## config.mk

```make
export PLATFORM = sky130hd
export DESIGN_NAME = ds_decoder
export DESIGN_NICKNAME = d
export VERILOG_FILES = /design/src/rtl/ds_decoder.sv
export SDC_FILE = /design/constraint.sdc
export NUM_CORES = 1
export LEC_CHECK = 0
export ABC_AREA = 1
export BUFFER_PORTS_ARGS = -buffer_cell sky130_fd_sc_hd__buf_2
export CAP_MARGIN = 10
export CORE_UTILIZATION = 37
export DETAILED_ROUTE_END_ITERATION = 6
export GPL_ROUTABILITY_DRIVEN = 0
export GPL_TIMING_DRIVEN = 0
export MAX_ROUTING_LAYER = met4
export SKIP_LAST_GASP = 1
export SLEW_MARGIN = 20
export SYNTH_ARGS = -nofsm -noshare
export SYNTH_HDL_FRONTEND = slang
export SYNTH_SLANG_ARGS = --single-unit
```

## constraint.sdc

```tcl
create_clock -name clk -period 2.57 [get_ports clk]
set_input_delay 0.514 -clock clk [delete_from_list [all_inputs] [get_ports clk]]
set_output_delay 0.514 -clock clk [all_outputs]
set_load 0.05 [all_outputs]
```

## src/rtl/ds_decoder.sv

```systemverilog
// Delta-sigma bitstream decoder: counts ones over 2**BITS strobed samples,
// reports each window result and tracks lock on consecutive agreeing results.
module ds_decoder #(
  parameter int unsigned BITS     = 5,
  parameter int unsigned LOCK_TOL = 0,
  parameter int unsigned LOCK_CNT = 2
) (
  input  logic            clk,
  input  logic            rst,
  input  logic            d_in,
  input  logic            next,
  input  logic            clear,
  output logic [BITS:0]   data_out,
  output logic            data_valid,
  output logic            locked,
  output logic            overrun
);

  localparam int unsigned OW = BITS + 1;
  localparam int unsigned DW = BITS + 2;
  localparam int unsigned AW = $clog2(LOCK_CNT + 1);

  typedef enum logic {ACQ, TRACK} state_t;

  state_t          state, state_nxt;
  logic [BITS-1:0] cnt;
  logic [OW-1:0]   acc;
  logic [OW-1:0]   prev, prev_nxt;
  logic [AW-1:0]   agree, agree_nxt;
  logic            locked_nxt;

  logic            take_c;
  logic            done_c;
  logic [OW-1:0]   result_c;
  logic [DW-1:0]   diff_c;
  logic [DW-1:0]   mag_c;

  // clear wins over a coincident strobe, which also cancels a window completion
  assign take_c   = next & ~clear;
  assign done_c   = take_c & (cnt == {BITS{1'b1}});
  assign result_c = acc + OW'(d_in);
  assign diff_c   = DW'(result_c) - DW'(prev);
  assign mag_c    = diff_c[DW-1] ? (DW'(0) - diff_c) : diff_c;

  // Sample counter, ones accumulator and result reporting
  always_ff @(posedge clk) begin
    if (rst) begin
      cnt        <= '0;
      acc        <= '0;
      data_out   <= '0;
      data_valid <= 1'b0;
      overrun    <= 1'b0;
    end else begin
      data_valid <= done_c;
      overrun    <= overrun | (next & data_valid);
      if (clear) begin
        cnt <= '0;
        acc <= '0;
      end else if (take_c) begin
        cnt <= cnt + BITS'(1);
        acc <= done_c ? '0 : result_c;
      end
      if (done_c) begin
        data_out <= result_c;
      end
    end
  end

  // Lock FSM state register
  always_ff @(posedge clk) begin
    if (rst) begin
      state  <= ACQ;
      prev   <= '0;
      agree  <= '0;
      locked <= 1'b0;
    end else begin
      state  <= state_nxt;
      prev   <= prev_nxt;
      agree  <= agree_nxt;
      locked <= locked_nxt;
    end
  end

  // Lock FSM next state, evaluated only when a window result is produced
  always_comb begin
    state_nxt  = state;
    prev_nxt   = prev;
    agree_nxt  = agree;
    locked_nxt = locked;
    if (done_c) begin
      prev_nxt = result_c;
      if (state == ACQ) begin
        state_nxt  = TRACK;
        locked_nxt = 1'b0;
      end else if (mag_c <= DW'(LOCK_TOL)) begin
        if (agree != AW'(LOCK_CNT)) begin
          agree_nxt = agree + AW'(1);
        end
        locked_nxt = (agree >= AW'(LOCK_CNT - 1));
      end else begin
        agree_nxt  = '0;
        locked_nxt = 1'b0;
      end
    end
  end

endmodule

```

==> metrics, run 1 <==
hold_buf cts=0; simple-gate share of the synthesized area=roughly 37%; Initial Util=38.7%; sequential fraction of the synthesis area=about 30%; Compound-Gate Fraction of Synth Area=between 9 and 10%; CTS buffer count=3; Slew HR=between 70 and 80%; routed vias/inst=~4.9; R2R depth=16; 1st-pass router iterations=4; Finished Layout Cells=slightly below 300; post-synth cell types=25; core area=about 4000 sq um; CTS clk-pin slew, worst paths=about 80 ps; fraction of layout cells with a size suffix above 1=28.5%; ANT nets after route=0; Worst Skew=2.95 ps; Power Dens Cells=340 nW/um^2; first-pass GRT wire length=~5.3 mm; Clk Latency, worst-skew pair=between 200 and 300 ps; die area=about 4400 sq um; Routed WL=between 3 and 4 mm; MaxCap Viol Count=0; Slew Limit Fails=0; critical path class=input port to flip-flop; pin count of the biggest net entering global routing=14; residual DRC count=0; Post-Synth Adder-Cell Area=between 10 and 15%; Hold Path End=locked$_SDFFE_PP0P_; setup ws final=between 15 and 20 ps; Sink Count=23; WP data arrival=2720 ps; clock buffer depth=2; antenna violations before repair=0; Detailed Place HPWL=~2.4 mm; Port Buffer Count=12; Final Hold Fails=0; final setup fails=0; synthesized area per cell=between 7 and 8 sq um; mux contribution to synthesized area=0%; Place WS=-338 ps; root buffer cell=clkbuf_8; Seq cells post-synth=23; hold_sp=locked$_SDFFE_PP0P_; Crit. End Element=flip-flop; Hold Path Stages=2; YS warnings=0; Die Y=66.7 microns; largest family of logic cells by synthesized area=simple AND/OR/NAND/NOR gates; worst vdd ir=between 200 and 300 uV; run status=completed; WP data required=between 2000 and 3000 ps; die width=66.7 microns; CTS tree=done; Post-Syn Area=~1500 sq um; xor and xnor fraction of the mapped netlist area=around 2.8%; Reg-to-Reg Start=acc[0]$_SDFFE_PP0P_; Row Count=23; global-route usage over all layers=16.1%; antenna fix cells=0; Fmax=approximately 400 MHz; Post-Syn Instances=216; final worst path period need=2550 ps; Worst setup SP type=input port; final worst path period share=99.2%; Iter 0 DRT Violations=42; via count=1406; reg-to-reg slack, setup=roughly 40 ps; Hold Crit Class=flip-flop to flip-flop; Leak=around 0.85 nW; IO Pins=14; Crit Path Max Fanout=6; setup repair after global routing missed its margin=yes; GRT Residual Overflow=0; Nets=between 200 and 300; placed cell count=around 280; Worst Tran Pin Value=around 420 ps; Post-Syn Nets=between 200 and 250; RR Endpoint=agree[1]$_SDFFE_PP0P_; DR WL/cell=11.2 microns; vias in the first global route=between 1000 and 1500; Area Growth Syn to Fin=21.8%; H-Tree Depth=1
[critical path: stages]
cell and delay [ps]:
buf_2 110, ha_4 160, ha_4 160, nand3_1 140
xor2_2 270, ha_4 270, nand2_4 70, inv_1 30
nand2_1 60, nand2_2 60, nor2_4 180, buf_4 140
nand3_1 80, nand2_2 130, nand4_4 150, a21oi_2 140
nor2_1 50
[routing by layer]
layer / routed length (microns) / GRT usage, % / up-vias
met5: 0 / - / -
met4: 65 / 7.98 / 0
met3: 44 / 1.54 / 5
met2: 1610 / 26.4 / 16
met1: 1510 / 19.6 / 652
li1: - / - / 733
[metrics by stage]
| stage | power [W] | setup TNS [ps] | util (%) | instance area, sq um | hold WS (ps) |
|---|---|---|---|---|---|
| 2_1_floorplan | 0.000407 | 0 | - | 1590 | 445 |
| 3_3_place_gp | 0.000421 | -861 | 42.7 | 1710 | 444 |
| 3_5_place_dp | 0.000422 | -882 | 42.7 | 1710 | 452 |
| 4_1_cts | 0.000650 | 0 | 44.9 | 1800 | 466 |
| 5_1_grt | 0.000671 | -183 | 47.1 | 1880 | 493 |
| 6_report | 0.000641 | 0 | 47.1 | 1880 | 464 |
[repair_timing]
action / in CTS / in global routing
buffers inserted: 2 / 5
resized for setup: 4 / 10
endpoints found under the setup margin: 2 / 3
pin swaps: 4 / 10
[cell families after synthesis]
family | after synthesis
adders and majority gates | 13
xor gates and xnor gates | 5
buffers and inverters | 39
and+or+nand+nor | 109
DFF | 23
AOI/OAI and AO/OA | 27
[sequential cells by signal, indices dropped and copies added, names as in the netlist]
register    cells
acc             6
prev            6
cnt             5
agree           2
data_valid      1
locked          1
overrun         1
state           1
[cells in the mapped netlist, drive strengths merged]
master / number / share of area [%]
ha: 12 / 9.7
a211oi: 1 / 0.49
nor3: 5 / 2.3
fa: 1 / 1.3
a21oi: 19 / 6.9
a31o: 1 / 0.57
nand2: 53 / 14
nor2: 25 / 8.0
nand4: 7 / 4.8
o21ai: 6 / 1.9
nand3: 19 / 7.1
clkinv: 1 / 0.24
inv: 35 / 8.5
clkbuf: 2 / 0.49
xor2: 4 / 2.3
buf: 1 / 0.73
dfxtp: 23 / 30
xnor2: 1 / 0.57
[power by group]
group,total (W),internal [W],switching (W)
clock network,0.000227,0.000108,0.000118
logic,0.0000540,0.0000204,0.0000336
registers,0.000360,0.000358,0.00000188
total,0.000641,0.000487,0.000154
[how the worst max path moves through the flow]
stage,start,endpoint,depth (start not counted)
after detailed placement,d_in,agree[0]$_SDFFE_PP0P_,18
after floorplan,d_in,agree[0]$_SDFFE_PP0P_,17
final,d_in,agree[1]$_SDFFE_PP0P_,17
after global placement,d_in,agree[0]$_SDFFE_PP0P_,18
after CTS,acc[0]$_SDFFE_PP0P_,agree[0]$_SDFFE_PP0P_,17
after global routing,acc[0]$_SDFFE_PP0P_,agree[0]$_SDFFE_PP0P_,15
[final cells by class]
cell class / instances / area (sq um)
Buffer: 3 / 18.8
Fill cell: 413 / 2120
Clock buffer: 3 / 41.3
Timing Repair Buffer: 19 / 113
Multi-Input combinational cell: 154 / 1050
Clock inverter: 1 / 5.00
Inverter: 36 / 135
Tap cell: 50 / 62.6
Sequential cell: 23 / 462
[placed cells by master (no fill, tap or decap)]
cell type and n:
buf_6 1, ha_1 7, nand2_4 1, ha_2 1, xnor2_1 1, inv_1 31, buf_2 12, xor2_2 3
nand4_1 5, nand2_1 41, clkbuf_1 2, dfxtp_1 22, nor2_1 20, a31o_2 1, a21oi_4 1, ha_4 4
clkbuf_8 3, nor2_2 1, clkinv_2 1, nor3_4 1, nand4_4 2, fa_2 1, inv_2 4, a21oi_1 15
o21ai_0 6, clkinv_1 1, nand3_1 14, nand3_2 5, a211oi_1 1, a21oi_2 3, xor2_1 1, nor3_1 4
dfxtp_2 1, buf_4 7, nand2_2 11, nor2_4 4
Note: power is estimated with default switching activity, not from simulation.
==> run 2, diff against run 1 <==
--- a/config.mk
+++ b/config.mk
@@ -8,11 +8,12 @@
 export ABC_AREA = 1
 export BUFFER_PORTS_ARGS = -buffer_cell sky130_fd_sc_hd__buf_2
 export CAP_MARGIN = 10
-export CORE_UTILIZATION = 37
+export CORE_UTILIZATION = 53
 export DETAILED_ROUTE_END_ITERATION = 6
 export GPL_ROUTABILITY_DRIVEN = 0
 export GPL_TIMING_DRIVEN = 0
 export MAX_ROUTING_LAYER = met4
+export PLACE_DENSITY = 0.75
 export SKIP_LAST_GASP = 1
 export SLEW_MARGIN = 20
 export SYNTH_ARGS = -nofsm -noshare
==> run 2 against run 1 <==
  * Via count is 0.43% lower
  * Global-route usage grew 4.2 points
  * Final area hardly changed
  * Register-to-register slack lost 30 ps
  * Clock power fell by 26%
  * Critical path type is now flip-flop to flip-flop
==> metrics, run 2 (synthesis results as in run 1) <==
run status=completed; Finished Layout Cells=269 (-6.9%); critical path class=flip-flop to flip-flop; WP data arrival=2790 ps (+70 ps); CP dominant cell by count=nand2_2; Iter 0 DRT Violations=41 (-2.4%); Crit Path Max Fanout=7 (+1); MaxCap Viol Count=0 (unchanged); final setup fails=0 (unchanged); Slew Limit Fails=0 (unchanged); CTS buffer count=3 (unchanged); Clk Latency, worst-skew pair=320 ps (+50 ps); Detailed Place HPWL=2.33 mm (-2.6%); final worst path period share=99.8% (+0.57 points); Die Y=56.0 microns (-16%); antenna fix cells=0 (unchanged); CTS tree=done; Worst Tran Pin Value=455 ps (+31.5 ps); hold_sp=clear; Worst setup SP type=flip-flop; Fmax=390 MHz (-0.57%); Final Hold Fails=0 (unchanged); Area Growth Syn to Fin=21.7% (about the same); Hold Crit Class=input port to flip-flop; Reg-to-Reg Start=acc[0]$_SDFFE_PP0P_; Crit-path slowest cell=dfxtp_2; cell family contributing the most delay on the critical path=simple AND/OR/NAND/NOR gates; final worst path period need=2560 ps (+14.5 ps); setup repair after global routing missed its margin=yes; most frequent cells in the layout=39 x nand2_1, 31 x inv_1, 21 x dfxtp_1, 18 x nor2_1, 15 x a21oi_1; 1st-pass router iterations=4 (unchanged); Routed WL=3.25 mm (+0.59%); Leak=0.836 nW (-1.3%); Place WS=-306 ps (+32.3 ps); Worst path max stage delay=380 ps (+110 ps); commonest non-fill, non-tap cell in the layout=nand2_1; Initial Util=56.1% (+17 points); critical-path cell list=ha_4, nand4_1, nor2_2, xor2_2, ha_4, nand2_4, inv_2, nand2_2, nand2_2, nor2_4, nand2_1, nand3_2, nand2_2, nor2_4, nand4_4, a21oi_2, nor2_1; die width=56.0 microns (-16%); ANT nets after route=0 (unchanged); setup ws final=5.05 ps (-14.5 ps); Worst Skew=1.42 ps (-1.53 ps); residual DRC count=0 (unchanged); IO Pins=14 (unchanged); Port Buffer Count=12 (unchanged); die area=3140 sq um (-29%); H-Tree Depth=1 (unchanged); root buffer cell=clkbuf_4; fraction of layout cells with a size suffix above 1=30.7% (+2.2 points); Sink Count=23 (unchanged); pin count of the biggest net entering global routing=14 (unchanged); global-route usage over all layers=20.3% (+4.2 points); GRT Residual Overflow=0 (unchanged); Nets=257 (-0.39%); CTS clk-pin slew, worst paths=120 ps (+40 ps); crit path from=acc[0]$_SDFFE_PP0P_; vias in the first global route=1192 (-5.5%); Crit. End Element=flip-flop; hold_buf cts=0 (unchanged); Filler cells=239 (-42%); DR WL/cell=12.1 microns (+8.1%); Power Dens Cells=310 nW/um^2 (-9.0%); worst vdd ir=359 uV (+25%); placed cell count=259 (-6.8%); PnR Total Power=0.000583 W (-9.1%); crit path buf inv count=1 (-2); WP data required=2800 ps (+60 ps); antenna violations before repair=0 (unchanged); first-pass GRT wire length=4.96 mm (-6.6%); largest registers=acc x6, prev x6, cnt x5; core area=2760 sq um (-31%); routed vias/inst=5.20 (+7.0%); Row Count=19 (-17%); clock buffer depth=2 (unchanged); Slew HR=69.6% (-2.2 points); via count=1400 (-0.43%)
-- run 2: cell count changes in the layout (fill, tap and decap cells not counted), moves of 2 or more --
cell      delta
buf_4        -2
nor2_1       -2
clkbuf_4     +3
nand2_1      -2
clkbuf_8     -3
-- run 2: timing repair --
item,in CTS,in global routing
gates resized for setup,1,24
setup endpoints to repair,2,3
pin swaps,3,23
buffers inserted,2,4
cloned,0,0
-- run 2: per-layer routing --
| metal | track usage, % | wire length (microns) |
|---|---|---|
| met2 | 33.7 | 1690 |
| met4 | 8.36 | 53 |
| met3 | 2.09 | 33 |
| met5 | - | 0 |
| met1 | 25.2 | 1470 |
-- run 2: path summary, 6_finish.rpt --
kind,endpoint,slack [ps],depth (start not counted)
hold / removal,cnt[4]$_SDFFE_PP0P_,480,4
hold reg to reg,acc[4]$_SDFFE_PP0P_,480,2
setup reg to reg,agree[1]$_SDFFE_PP0P_,5,17
setup / recovery,agree[1]$_SDFFE_PP0P_,5,17
-- run 2: area by class of cell --
type | count | area, sq um | area share, %
Timing Repair Buffer | 18 | 109 | 5.78
Tap cell | 31 | 38.8 | 2.06
Sequential cell | 23 | 463 | 24.6
Buffer | 3 | 18.8 | 0.997
Multi-Input combinational cell | 154 | 1090 | 57.9
Clock inverter | 1 | 5.00 | 0.266
Clock buffer | 3 | 22.5 | 1.20
Inverter | 36 | 135 | 7.18
-- run 2: per-stage QoR --
stage	instance area, sq um	utilization, %	hold WS [ps]	TNS (ps)
after floorplan	1590	-	445	0
after global placement	1690	61.1	442	-715
after detailed placement	1690	61.1	458	-791
after CTS	1730	62.7	478	0
after global routing	1880	68.2	489	-329
final	1880	68.2	479	0
-- run 2: power breakdown --
part           internal, W  switching, W
Sequential        0.000359    0.00000190
Clock            0.0000584      0.000110
Combinational    0.0000204     0.0000336
Total             0.000438      0.000145
-- run 2: worst min-delay path: stages --
cell	delay (ps)
buf_2	90
nor2_1	50
o21ai_0	70
nor2_1	40
==> run 3, diff against run 2 <==
--- a/config.mk
+++ b/config.mk
@@ -8,7 +8,7 @@
 export ABC_AREA = 1
 export BUFFER_PORTS_ARGS = -buffer_cell sky130_fd_sc_hd__buf_2
 export CAP_MARGIN = 10
-export CORE_UTILIZATION = 53
+export CORE_UTILIZATION = 55
 export DETAILED_ROUTE_END_ITERATION = 6
 export GPL_ROUTABILITY_DRIVEN = 0
 export GPL_TIMING_DRIVEN = 0
==> constraint.sdc (replaced) <==
create_clock -name clk -period 2.4 [get_ports clk]
set_input_delay 0.48 -clock clk [delete_from_list [all_inputs] [get_ports clk]]
set_output_delay 0.48 -clock clk [all_outputs]
set_load 0.05 [all_outputs]
==> run 3 against run 2 <==
  * The flow now finishes with violations (setup timing)
  * Clock skew is 3.1 ps higher
  * Global-route usage increased by 4.1 points
  * Highest routed layer unchanged
  * Via count rose by 1.6%
  * Worst setup slack got worse by 200 ps
  * Sequential power increased by 6.9%
  * Total power grew 6.9%
  * Critical path type unchanged
  * First-iteration DRC count down 59%
==> metrics, run 3 (synthesis results as in run 1) <==
commonest non-fill, non-tap cell in the layout=nand2_1; first-pass GRT wire length=5.22 mm (+5.1%); via count=1423 (+1.6%); final worst path period need=2590 ps (+29.3 ps); CTS clk-pin slew, worst paths=130 ps (about the same); setup repair after global routing missed its margin=yes; Detailed Place HPWL=2.50 mm (+7.2%); run status=finished with violations; WP data arrival=2810 ps (+20 ps); clock buffer depth=2 (unchanged); met2 usage=47.4% (+14 points); critical-path cell list=ha_4, nand4_1, nor2_2, xor2_2, ha_4, nand2_4, inv_2, nand2_2, nand2_2, nor2_4, nand2_1, nand2_1, nand2_2, nor2_4, nand4_4, a21oi_2, nor2_1; RR Endpoint=agree[1]$_SDFFE_PP0P_; Routed WL=3.43 mm (+5.7%); violated checks=setup timing; Nets=259 (+0.78%); global-route usage over all layers=24.4% (+4.1 points); PnR Total Power=0.000623 W (+6.9%); antenna violations before repair=0 (unchanged); CTS buffer count=3 (unchanged); setup ws final=-194 ps (-199 ps); Worst path max stage delay=370 ps (about the same); Clk Latency, worst-skew pair=300 ps (-20 ps); GRT Residual Overflow=0 (unchanged); final cell area excluding filler cells=1850 sq um (-1.8%); CP dominant cell by count=nand2_2; Fmax=385 MHz (-1.1%); Hold Crit Class=input port to flip-flop; Die Y=55.0 microns (-1.8%); IO Pins=14 (unchanged); core area=2570 sq um (-6.9%); MaxCap Viol Count=0 (unchanged); root buffer cell=clkbuf_4; most frequent cells in the layout=41 x nand2_1, 31 x inv_1, 21 x dfxtp_1, 20 x nor2_1, 15 x a21oi_1; Area Growth Syn to Fin=19.5%; Power Dens Cells=337 nW/um^2 (+8.8%); Reg-to-Reg Start=acc[0]$_SDFFE_PP0P_; Hold Path End=cnt[1]$_SDFFE_PP0P_; Port Buffer Count=12 (unchanged); die area=3030 sq um (-3.5%); final setup fails=3 (+3); Crit-path slowest cell=dfxtp_2; die width=55.0 microns (-1.8%); crit path from=acc[0]$_SDFFE_PP0P_; fraction of layout cells with a size suffix above 1=29.2% (-1.5 points); hold_sp=clear; worst vdd ir=424 uV (+18%); Crit Path Max Fanout=7 (unchanged); routed vias/inst=5.27 (+1.3%); critical path class=flip-flop to flip-flop; antenna fix cells=0 (unchanged); Iter 0 DRT Violations=17 (-59%); vias in the first global route=1285 (+7.8%); Initial Util=60.2% (+4.2 points); WP data required=2610 ps (-190 ps); Slew Limit Fails=0 (unchanged); residual DRC count=0 (unchanged); reg-to-reg slack, setup=-190 ps (-200 ps); Final Hold Fails=0 (unchanged); GR met3 Demand/Resource=1.91% (-0.18 points); DP Area=1690 sq um (+0.22%); Hold Path Stages=4 (unchanged); 1st-pass router iterations=4 (unchanged); R2R depth=17 (unchanged); pin count of the biggest net entering global routing=14 (unchanged); Leak=0.844 nW (+0.93%); Crit. End Element=flip-flop; CTS tree=done; Sink Count=23 (unchanged); Most Used Layer, Global Route=met2; Worst Skew=4.48 ps (+3.07 ps); Row Count=18 (-1); hold_buf cts=0 (unchanged); DR WL/cell=12.7 microns (+5.3%); Worst setup SP type=flip-flop; Worst Tran Pin Value=410 ps (-45.3 ps); final worst path period share=108% (+8.3 points); ANT nets after route=0 (unchanged); H-Tree Depth=1 (unchanged); routing usage on met1=26.3% (+1.2 points); Slew HR=72.7% (+3.1 points); largest registers=acc x6, prev x6, cnt x5
[run 3: where the power goes]
| group | switching, W | internal [W] | total (W) |
|---|---|---|---|
| Sequential | 0.00000209 | 0.000384 | 0.000386 |
| Combinational | 0.0000374 | 0.0000213 | 0.0000587 |
| Clock | 0.000116 | 0.0000621 | 0.000178 |
[run 3: worst max-delay path by stage]
| stage | endpoint | slack (ps) |
|---|---|---|
| floorplan | agree[0]$_SDFFE_PP0P_ | -110 |
| global placement | agree[0]$_SDFFE_PP0P_ | -410 |
| detailed placement | agree[0]$_SDFFE_PP0P_ | -490 |
| CTS | agree[0]$_SDFFE_PP0P_ | -160 |
| global route | agree[0]$_SDFFE_PP0P_ | -330 |
| finish | agree[1]$_SDFFE_PP0P_ | -190 |
[run 3: through the flow]
stage / std cells / hold slack, ps / setup WS [ps] / setup TNS (ps) / util (%)
after floorplan: 216 / 445 / -109 / -202 / -
after global placement: 258 / 445 / -414 / -1110 / 65.8
after detailed placement: 258 / 463 / -494 / -1410 / 65.8
after CTS: 268 / 459 / -162 / -427 / 69.6
after global routing: 270 / 460 / -334 / -862 / 72.0
final: 270 / 471 / -194 / -525 / 72.0
[run 3: repair_timing]
item,4_1_cts,5_1_grt
setup endpoints to repair,3,3
gates cloned,0,0
gates resized for setup,4,10
buffers inserted,6,2
pin swaps,4,13
[run 3: routing by layer]
metal  part of all wire [%]  vias up  routed length (microns)
met1                     42      660                     1440
met5                      0        -                        0
met3                    2.4        6                       83
met2                     54       21                     1860
met4                    1.2        0                       42
li1                       -      736                        -
[run 3: critical path: cells and delay by family (launching register included)]
family          cells  cell delay (ps)
flops               1              370
compound gates      1              150
xor+xnor            1              240
simple gates       12             1290
fa+ha+maj           2              410
buf+inv             1               30
[run 3: cell type report]
cell class | count | area, sq um
Buffer | 3 | 18.8
Clock buffer | 3 | 22.5
Clock inverter | 1 | 5.00
Fill cell | 209 | 719
Inverter | 36 | 135
Multi-Input combinational cell | 154 | 1050
Sequential cell | 23 | 463
Tap cell | 30 | 37.5
Timing Repair Buffer | 20 | 120
